[src/rtl/action_irq_arbiter.sv]
// Round-robin interrupt arbiter between KERNEL_NUM kernels and the single SNAP interrupt port,
// with a parametrised power-up ready delay and an optional acknowledge timeout.
module action_irq_arbiter #(
   parameter int KERNEL_NUM  = 8,
   parameter int INT_BITS    = 64,
   parameter int KSRC_BITS   = 32,
   parameter int READY_DELAY = 1,
   parameter int ACK_TIMEOUT = 0
) (
   input  logic                            clk,
   input  logic                            rst_n,
   input  logic [KERNEL_NUM-1:0]           i_kernel_irq,
   input  logic [KERNEL_NUM*KSRC_BITS-1:0] i_kernel_src,
   output logic [KERNEL_NUM-1:0]           o_kernel_irq_ack,
   output logic                            o_interrupt,
   output logic [INT_BITS-1:0]             o_interrupt_src,
   input  logic                            i_interrupt_ack,
   output logic                            o_app_ready,
   output logic                            o_timeout_err,
   input  logic                            i_err_clear,
   output logic                            o_busy
);

   localparam int IDX_W = (KERNEL_NUM > 1) ? $clog2(KERNEL_NUM) : 1;
   localparam int RD_W  = (READY_DELAY > 1) ? $clog2(READY_DELAY) : 1;
   localparam int TO_W  = (ACK_TIMEOUT > 1) ? $clog2(ACK_TIMEOUT) : 1;

   localparam logic [RD_W-1:0]  RD_LAST  = RD_W'(READY_DELAY - 1);
   localparam logic [TO_W-1:0]  TO_LAST  = (ACK_TIMEOUT > 0) ? TO_W'(ACK_TIMEOUT - 1) : '0;
   localparam logic [IDX_W-1:0] IDX_LAST = IDX_W'(KERNEL_NUM - 1);

   typedef enum logic [1:0] {
      S_IDLE,
      S_REQ,
      S_REL
   } state_t;

   state_t state, state_d;

   logic [RD_W-1:0]     rdy_cnt;
   logic [TO_W-1:0]     to_cnt, to_cnt_d;
   logic [IDX_W-1:0]    ptr, ptr_d;
   logic [IDX_W-1:0]    gsel, gsel_d;
   logic [IDX_W-1:0]    grant_idx;
   logic [IDX_W-1:0]    cand;
   logic                grant_valid;
   logic                grant_take;
   logic                ack_hit;
   logic                to_hit;
   logic [INT_BITS-1:0] grant_word;
   logic [KSRC_BITS-1:0] ksrc [KERNEL_NUM];

   logic                  int_d;
   logic [INT_BITS-1:0]   src_d;
   logic [KERNEL_NUM-1:0] kack_d;
   logic                  err_d;
   logic                  busy_d;

   for (genvar k = 0; k < KERNEL_NUM; k++) begin : g_src
      assign ksrc[k] = i_kernel_src[k*KSRC_BITS +: KSRC_BITS];
   end

   always_ff @(posedge clk or negedge rst_n) begin
      if (!rst_n) begin
         rdy_cnt     <= '0;
         o_app_ready <= 1'b0;
      end else if (!o_app_ready) begin
         if (rdy_cnt == RD_LAST) o_app_ready <= 1'b1;
         else                    rdy_cnt     <= rdy_cnt + RD_W'(1);
      end
   end

   // First requesting kernel at or after the pointer, wrapping modulo KERNEL_NUM.
   always_comb begin
      grant_valid = 1'b0;
      grant_idx   = '0;
      cand        = '0;
      for (int unsigned i = 0; i < KERNEL_NUM; i++) begin
         cand = IDX_W'((32'(ptr) + i) % KERNEL_NUM);
         if (!grant_valid && i_kernel_irq[cand]) begin
            grant_valid = 1'b1;
            grant_idx   = cand;
         end
      end
   end

   always_comb begin
      grant_word                    = '0;
      grant_word[KSRC_BITS-1:0]     = ksrc[grant_idx];
      grant_word[KSRC_BITS +: 8]    = 8'(grant_idx);
   end

   assign grant_take = (state == S_IDLE) && o_app_ready && grant_valid;

   always_ff @(posedge clk or negedge rst_n) begin
      if (!rst_n) state <= S_IDLE;
      else        state <= state_d;
   end

   // Ack has priority over a coincident timeout, so the error flag is only raised without ack.
   always_comb begin
      state_d = state;
      ack_hit = 1'b0;
      to_hit  = 1'b0;
      case (state)
         S_IDLE: if (grant_take) state_d = S_REQ;
         S_REQ: begin
            if (i_interrupt_ack) begin
               ack_hit = 1'b1;
               state_d = S_REL;
            end else if ((ACK_TIMEOUT > 0) && (to_cnt == TO_LAST)) begin
               to_hit  = 1'b1;
               state_d = S_REL;
            end
         end
         S_REL:   state_d = S_IDLE;
         default: state_d = S_IDLE;
      endcase
   end

   always_comb begin
      int_d    = o_interrupt;
      src_d    = o_interrupt_src;
      kack_d   = '0;
      err_d    = o_timeout_err;
      ptr_d    = ptr;
      gsel_d   = gsel;
      to_cnt_d = to_cnt;
      busy_d   = (state_d != S_IDLE);
      if (grant_take) begin
         int_d    = 1'b1;
         src_d    = grant_word;
         gsel_d   = grant_idx;
         to_cnt_d = '0;
         ptr_d    = (grant_idx == IDX_LAST) ? '0 : grant_idx + IDX_W'(1);
      end
      if (state == S_REQ) begin
         if (ack_hit || to_hit) begin
            int_d        = 1'b0;
            kack_d[gsel] = 1'b1;
         end else begin
            to_cnt_d = to_cnt + TO_W'(1);
         end
      end
      if (to_hit)           err_d = 1'b1;
      else if (i_err_clear) err_d = 1'b0;
   end

   always_ff @(posedge clk or negedge rst_n) begin
      if (!rst_n) begin
         o_interrupt      <= 1'b0;
         o_interrupt_src  <= '0;
         o_kernel_irq_ack <= '0;
         o_timeout_err    <= 1'b0;
         o_busy           <= 1'b0;
         ptr              <= '0;
         gsel             <= '0;
         to_cnt           <= '0;
      end else begin
         o_interrupt      <= int_d;
         o_interrupt_src  <= src_d;
         o_kernel_irq_ack <= kack_d;
         o_timeout_err    <= err_d;
         o_busy           <= busy_d;
         ptr              <= ptr_d;
         gsel             <= gsel_d;
         to_cnt           <= to_cnt_d;
      end
   end

endmodule

[config.mk]
export PLATFORM = sky130hd
export DESIGN_NAME = action_irq_arbiter
export DESIGN_NICKNAME = d
export VERILOG_FILES = /design/src/rtl/action_irq_arbiter.sv
export SDC_FILE = /design/constraint.sdc
export NUM_CORES = 1
export LEC_CHECK = 0
export BUFFER_PORTS_ARGS = -buffer_cell sky130_fd_sc_hd__buf_2
export CORE_AREA = 5 5 132 134
export DETAILED_ROUTE_END_ITERATION = 7
export DIE_AREA = 0 0 137 139
export MAX_ROUTING_LAYER = met4
export PLACE_DENSITY_LB_ADDON = 0.12
export RECOVER_POWER = 100
export SLEW_MARGIN = 20
export SYNTH_ARGS = -nofsm -noshare
export SYNTH_HDL_FRONTEND = slang
export SYNTH_SLANG_ARGS = --single-unit
[constraint.sdc]
create_clock -name clk -period 5 [get_ports clk]
set_input_delay 0.25 -clock clk [delete_from_list [all_inputs] [get_ports clk]]
set_output_delay 0.25 -clock clk [all_outputs]
set_load 0.05 [all_outputs]
---- After elaboration in Yosys (flattened, before gate mapping) ----
Cells that the tools add are included.
word-level totals
  register bits ........................... 55
  bits of input ports ..................... 268
  word-level logic and storage cells ...... 102
cells by class
  add/sub/neg operators ................... 9
  magnitude comparators ................... 11
  eq/ne operators ......................... 2
  multiplexer cells ....................... 51
  bitwise gates (word level) .............. 1
  reduce and logical (&&, ||, !) cells .... 19
operators by type and width
  operator               number
  $bmux W32 S3           1
  $mux W32               2
  $lt A3 B4 Y1 const B   9
  $mux W3                9
  $mux W1                25
  $bmux W1 S3            8
  $mux W8                2
  $add A3 B3 Y3 const B  4
  $logic_and A1 B1 Y1    10
  $logic_not A1 Y1       7
  $add A3 B1 Y3 const B  2
  $add A3 B2 Y3 const B  2
  $ge A4 B4 Y1 const B   1
  $mux W2                2
  $not A3 Y4             1
  $pmux W2 S2            1
  $demux W1 S3           1
  $eq A3 B3 Y1 const B   1
  $ge A3 B1 Y1 const B   1
  $eq A2 B1 Y1 const B   1
  $logic_not A2 Y1       1
  $reduce_bool A2 Y1     1
  $add A1 B1 Y1 const B  1

---- Depth between registers and ports, before layout ----
  word-level depth ........................ 28
  mapped depth ............................ 18

---- Least setup slack after synthesis ----
No wires, ideal clock.
  path type ............................... flip-flop to flip-flop
  start point ............................. register ptr[1]
  end point ............................... register ptr[2]
  setup time .............................. 125 ps
  arrival time ............................ 3,922 ps
  required time ........................... 4,875 ps
  path slack .............................. 953 ps
  stages on the path, launching flop included .. 18
  period minus slack after synthesis ...... 4,047 ps
  cell sequence ........................... dfrtp_1 > buf_2 > inv_1 > ha_1 > buf_6 > buf_6 > mux2_2 > o22ai_1 > o211ai_1 > a21o_1 > o32a_1 > a21oi_4 > buf_2 > buf_4 > inv_1 > ha_1 > ha_1 > mux2_2
between the ends
  word-level cells in the longest chain between the ends .. 26
  elaborated cells between the ends (all ways) .. 57
  those cells by class .................... add/sub: 8; eq/ne: 1; mux: 33; reduce/logical: 15
RTL lines
  item                                                                    line  text
  start, declared                                                         42    logic [IDX_W-1:0] ptr, ptr_d;
  start signal, assigned                                                  165   ptr <= ptr_d;
  parallel branches: the longest is 23 deep, another holds $add A3 B1 Y3  -
  $mux W3 *                                                               80    if (!grant_valid && i_kernel_irq[cand]) begin
  net grant_idx[1]                                                        44    logic [IDX_W-1:0] grant_idx;
  $add A3 B1 Y3 or $eq A3 B3 Y1 (tied branches)                           135   ptr_d = (grant_idx == IDX_LAST) ? '0 : grant_idx + IDX_W'(1);
  $mux W3 *                                                               135
Mark *: on every way through the listed nets, which the timed path passes. The select of a mux whose other input is x is not followed.
A chain may end at the register's enable or synchronous reset.

---- Worst setup path after layout ----
  start point ............................. register ptr[0]
  end point ............................... register o_interrupt_src[31]
between the ends
  word-level cells in the longest chain between the ends .. 28
  elaborated cells between the ends (all ways) .. 58
  those cells by class .................... add/sub: 7; mux: 35; bitwise: 1; reduce/logical: 15
RTL lines
  item                                                                    line  text
  parallel branches: the longest is 28 deep, another holds $add A3 B1 Y3  -
  end signal, assigned                                                    161   o_interrupt_src <= src_d;
  end, declared                                                           16    output logic [INT_BITS-1:0] o_interrupt_src,
Parallel ways; which one is timed is not known. The select of a mux whose other input is x is not followed.

==> tab_implementation.tex <==
\begin{tabular}{lr}
\hline
Metric & Value \\
\hline
\multicolumn{2}{l}{\textbf{GRT}} \\
Global-route wire length before repair & 31270 um \\
Total global routing track utilization & 0.2144 \\
Maximum number of pins on one net before global-route repair & just under 100 \\
Global-route congestion overflow total & 0 \\
Vias in the first global route & between 5000 and 6000 \\
Antenna violations before repair & 3 \\
\multicolumn{2}{l}{\textbf{Setup path}} \\
Crit-path most repeated cell & inv\_2 \\
Crit path launch type & register \\
Setup crit end kind & register \\
Worst R2R Path Depth & 13 \\
Worst flop-to-flop path endpoint & o\_interrupt\_src[31]\$\_DFFE\_PN0P\_ \\
Signal arrival time at the worst endpoint & between 4 and 5 ns \\
Worst EP required & 5.24 ns \\
Series of cell instances along the critical path & inv\_2, ha\_1, mux2\_2, mux4\_2, nor3\_1, and4\_1, a211o\_4, nand2\_1, inv\_2, buf\_4, a211oi\_1, a311oi\_1, a211o\_1 \\
Setup slack of the most critical reg-to-reg path & 0.49 ns \\
Maximum fanout count along the critical path & 33 \\
Critical R2R Launch & ptr[0]\$\_DFFE\_PN0P\_ \\
Worst-path cell with the longest stage delay & ha\_1 \\
Startpoint-to-endpoint class of the critical path & register to register \\
Worst path max stage delay & 0.72 ns \\
\multicolumn{2}{l}{\textbf{Synthesis}} \\
Asr flop ratio synth & 1.000 \\
Number of instances in the synthesized netlist & 601 \\
Avg Cell Area, Syn & between 9 and 10 sq um \\
Number of synthesis warnings & 0 \\
Number of distinct library cells after synthesis & between 50 and 60 \\
Most common cell in the netlist & mux2i\_1 \\
Top flip-flop cell by instance count after synthesis & dfrtp\_1 \\
Top area cells in the synthesized netlist & dfrtp\_1, mux2i\_1, mux4\_2, nand2\_1, a211o\_1 \\
Leading area contributor after synthesis & dfrtp\_1 \\
Share of the yosys chip area belonging to registers & 0.2323 \\
Yosys top cell area share & 0.2323 \\
Flops \& latches, synth & just over 50 \\
Post-synth EDFFs & 0 \\
Post-synthesis cell area & about 0.0055 sq mm \\
Most numerous cell types in the synthesized netlist & mux2i\_1, nand2\_1, dfrtp\_1 \\
\multicolumn{2}{l}{\textbf{Detailed routing}} \\
Drt drc & 0 \\
Number of vias in the routed layout & around 5600 \\
DRT Pass-1 Iters & 4 \\
Iteration-0 DRC Markers & around 230 \\
Post-detailed-route via-to-cell ratio & just over 5 \\
DR WL/cell & roughly 18 um \\
Sum of routed wire length over all layers & 20340 um \\
Post-route ant nets & 0 \\
\multicolumn{2}{l}{\textbf{Cells and area}} \\
Post-synthesis to final-layout area growth & 31.32\% \\
Final \#Nets & around 1200 \\
Number of fill cells & about 1600 \\
Total area of multi-input combinational cells & 0.003784 sq mm \\
Area taken by flip-flops and latches & approximately 0.0013 sq mm \\
Layout cell share with drive strength beyond 1 & 0.3646 \\
Summed area of non-filler cells in the final layout & $\sim$0.007 sq mm \\
Final cell utilization of the core & 0.4460 \\
\multicolumn{2}{l}{\textbf{Clock network}} \\
Register clock-pin slew on the reported worst setup and hold paths & $\sim$0.07 ns \\
TritonCTS buffer count & 5 \\
Total number of clock tree sinks & 51 \\
Clk root buf & clkbuf\_16 \\
Number of H-tree branching levels & 2 \\
Clock tree from TritonCTS & done \\
Clock latency on the worst-skew pair & just under 0.3 ns \\
Hold buffers post-CTS & 0 \\
Total of cells resized after clock tree synthesis & 0 \\
Max Root-Sink Buffers & 2 \\
Post-CTS setup buffers & 0 \\
\multicolumn{2}{l}{\textbf{Timing}} \\
Number of max-slew violations in the final report & between 50 and 60 \\
Final sum of negative setup slack & 0 ns \\
Final hold violations & 0 \\
RSZ-0062 raised after global routing & no \\
Tightest Pin Transition & 2.865 ns \\
Max Clock Freq & approximately 220 MHz \\
Final number of setup-violating endpoints & 0 \\
Final period util & 0.9021 \\
Period minus WS final & approximately 4.5 ns \\
Clock Skew & $\sim$0.0027 ns \\
Normalized max-slew margin & -0.9103 \\
\multicolumn{2}{l}{\textbf{Power and ir drop}} \\
Highest ir drop seen on vdd & between 0.7 and 0.8 mV \\
Leakage power & about 3.7 nW \\
PwrDens & a little over 900 mW/mm\^{}2 \\
\multicolumn{2}{l}{\textbf{Die}} \\
Die X & $\sim$140 um \\
Area of the core & 0.01617 sq mm \\
Height of the chip & between 100 and 150 um \\
Die Area & 0.01904 sq mm \\
Starting Density & 0.3397 \\
I/O pin cnt & 344 \\
Total number of placement rows & 47 \\
\multicolumn{2}{l}{\textbf{Flow run}} \\
\# Max-Cap Violations & 1 \\
\multicolumn{2}{l}{\textbf{Hold path}} \\
Start point of the worst min-delay path & i\_interrupt\_ack \\
Type of the most critical hold path & input pin to register \\
Destination of the worst hold path & state[0]\$\_DFF\_PN0\_ \\
Min-Delay Path Depth & 2 \\
\multicolumn{2}{l}{\textbf{Place}} \\
Buffers on Ports & between 300 and 400 \\
Final RePlAce weighted congestion & about 0.85 \\
HPWL reported at the end of detailed placement & $\sim$16000 um \\
Area post-placement & a little over 0.007 sq mm \\
\multicolumn{2}{l}{\textbf{Outcome}} \\
Outcome & complete, but fails checks \\
Failing checks & capacitance limit, slew limit \\
\hline
\end{tabular}
[layer usage]
layer | GRT usage | part of all wire | vias to the layer above
met5 | - | 0 | -
met4 | 0.04884 | 0.023 | 0
met3 | 0.04536 | 0.063 | 28
met2 | 0.3535 | 0.50 | 197
met1 | 0.2688 | 0.41 | 2612
li1 | - | - | 2786
[per-stage QoR]
| stage | total power, mW | cells | worst slack [ns] | hold WS, ns |
|---|---|---|---|---|
| global route | 7.156 | 1109 | 0.1516 | 0.1908 |
| finish | 6.584 | 1109 | 0.4895 | 0.1821 |
| CTS | 6.748 | 1106 | 0.5949 | 0.1103 |
| detailed placement | 6.320 | 1098 | 0.6284 | 0.4346 |
| global placement | 6.322 | 1098 | 0.5939 | 0.4282 |
| floorplan | 5.081 | 630 | 0.9528 | -0.04559 |
[how the worst max path moves through the flow]
stage	from	end	slack, ns	cells after the start
after floorplan	ptr[1]$_DFFE_PN0P_	ptr[2]$_DFFE_PN0P_	0.95	17
after global placement	ptr[0]$_DFFE_PN0P_	o_interrupt_src[31]$_DFFE_PN0P_	0.59	13
after detailed placement	ptr[0]$_DFFE_PN0P_	o_interrupt_src[31]$_DFFE_PN0P_	0.63	13
after CTS	ptr[0]$_DFFE_PN0P_	o_interrupt_src[31]$_DFFE_PN0P_	0.59	13
after global routing	ptr[0]$_DFFE_PN0P_	o_interrupt_src[31]$_DFFE_PN0P_	0.15	13
final	ptr[0]$_DFFE_PN0P_	o_interrupt_src[31]$_DFFE_PN0P_	0.49	13
[layout make-up]
class,count,share of cell area
Antenna cell,3,0.001041
Clock buffer,6,0.01925
Clock inverter,2,0.004857
Inverter,9,0.004683
Multi-Input combinational cell,488,0.5245
Sequential cell,51,0.1769
Tap cell,220,0.03816
Timing Repair Buffer,330,0.2305
[layout by cell type, fill, tap and decap left out, types with 4 or more instances in the layout]
master and n:
conb_1 31, nand3_1 4, and2_1 33, clkbuf_16 5
mux2i_1 103, ha_1 4, buf_2 266, nand2b_1 8
mux2_2 11, nor2_1 14, a211o_1 33, o21ai_0 7
a211oi_1 34, a21boi_0 32, a21oi_1 5, o211ai_1 5
dfrtp_1 51, buf_4 11, inv_1 7, mux4_2 15
a311oi_1 32, clkbuf_1 49, nand2_1 79
[state kept, by name, summed over array words and instances, names as in the netlist]
signal and count:
o_interrupt 1, o_kernel_irq_ack 8, ptr 3, gsel 3
state 2, o_busy 1, o_app_ready 1, o_interrupt_src 32
[worst max-delay path: cells and delay by family, from the launching register on]
family	cells	cell delay [ns]
multiplexers	2	0.98
buffers and inverters	3	0.90
AND/OR/NAND/NOR	3	0.74
adder cells (fa/ha/maj)	1	0.72
AO/OA/AOI/OAI	4	0.71
flip-flops	1	0.37
[report_power, final]
part	total [mW]	switching [mW]	internal [mW]
clock network	0.409	0.159	0.249
registers	0.698	0.107	0.591
logic	5.48	3.39	2.09
total	6.58	3.66	2.93
[logic make-up (layout without fill, tap and decap cells)]
logic type | after synthesis | after routing | share of synthesized area
flip-flops | 51 | 51 | 0.2323
AND/OR/NAND/NOR | 148 | 148 | 0.1280
multiplexers | 131 | 131 | 0.2759
adder cells (fa/ha/maj) | 4 | 4 | 0.009112
other | 2 | 34 | 0.001367
AO/OA/AOI/OAI | 171 | 171 | 0.2508
buffers and inverters | 91 | 347 | 0.09772
XOR/XNOR | 3 | 3 | 0.004784
Note: power is estimated with default switching activity, not from simulation.
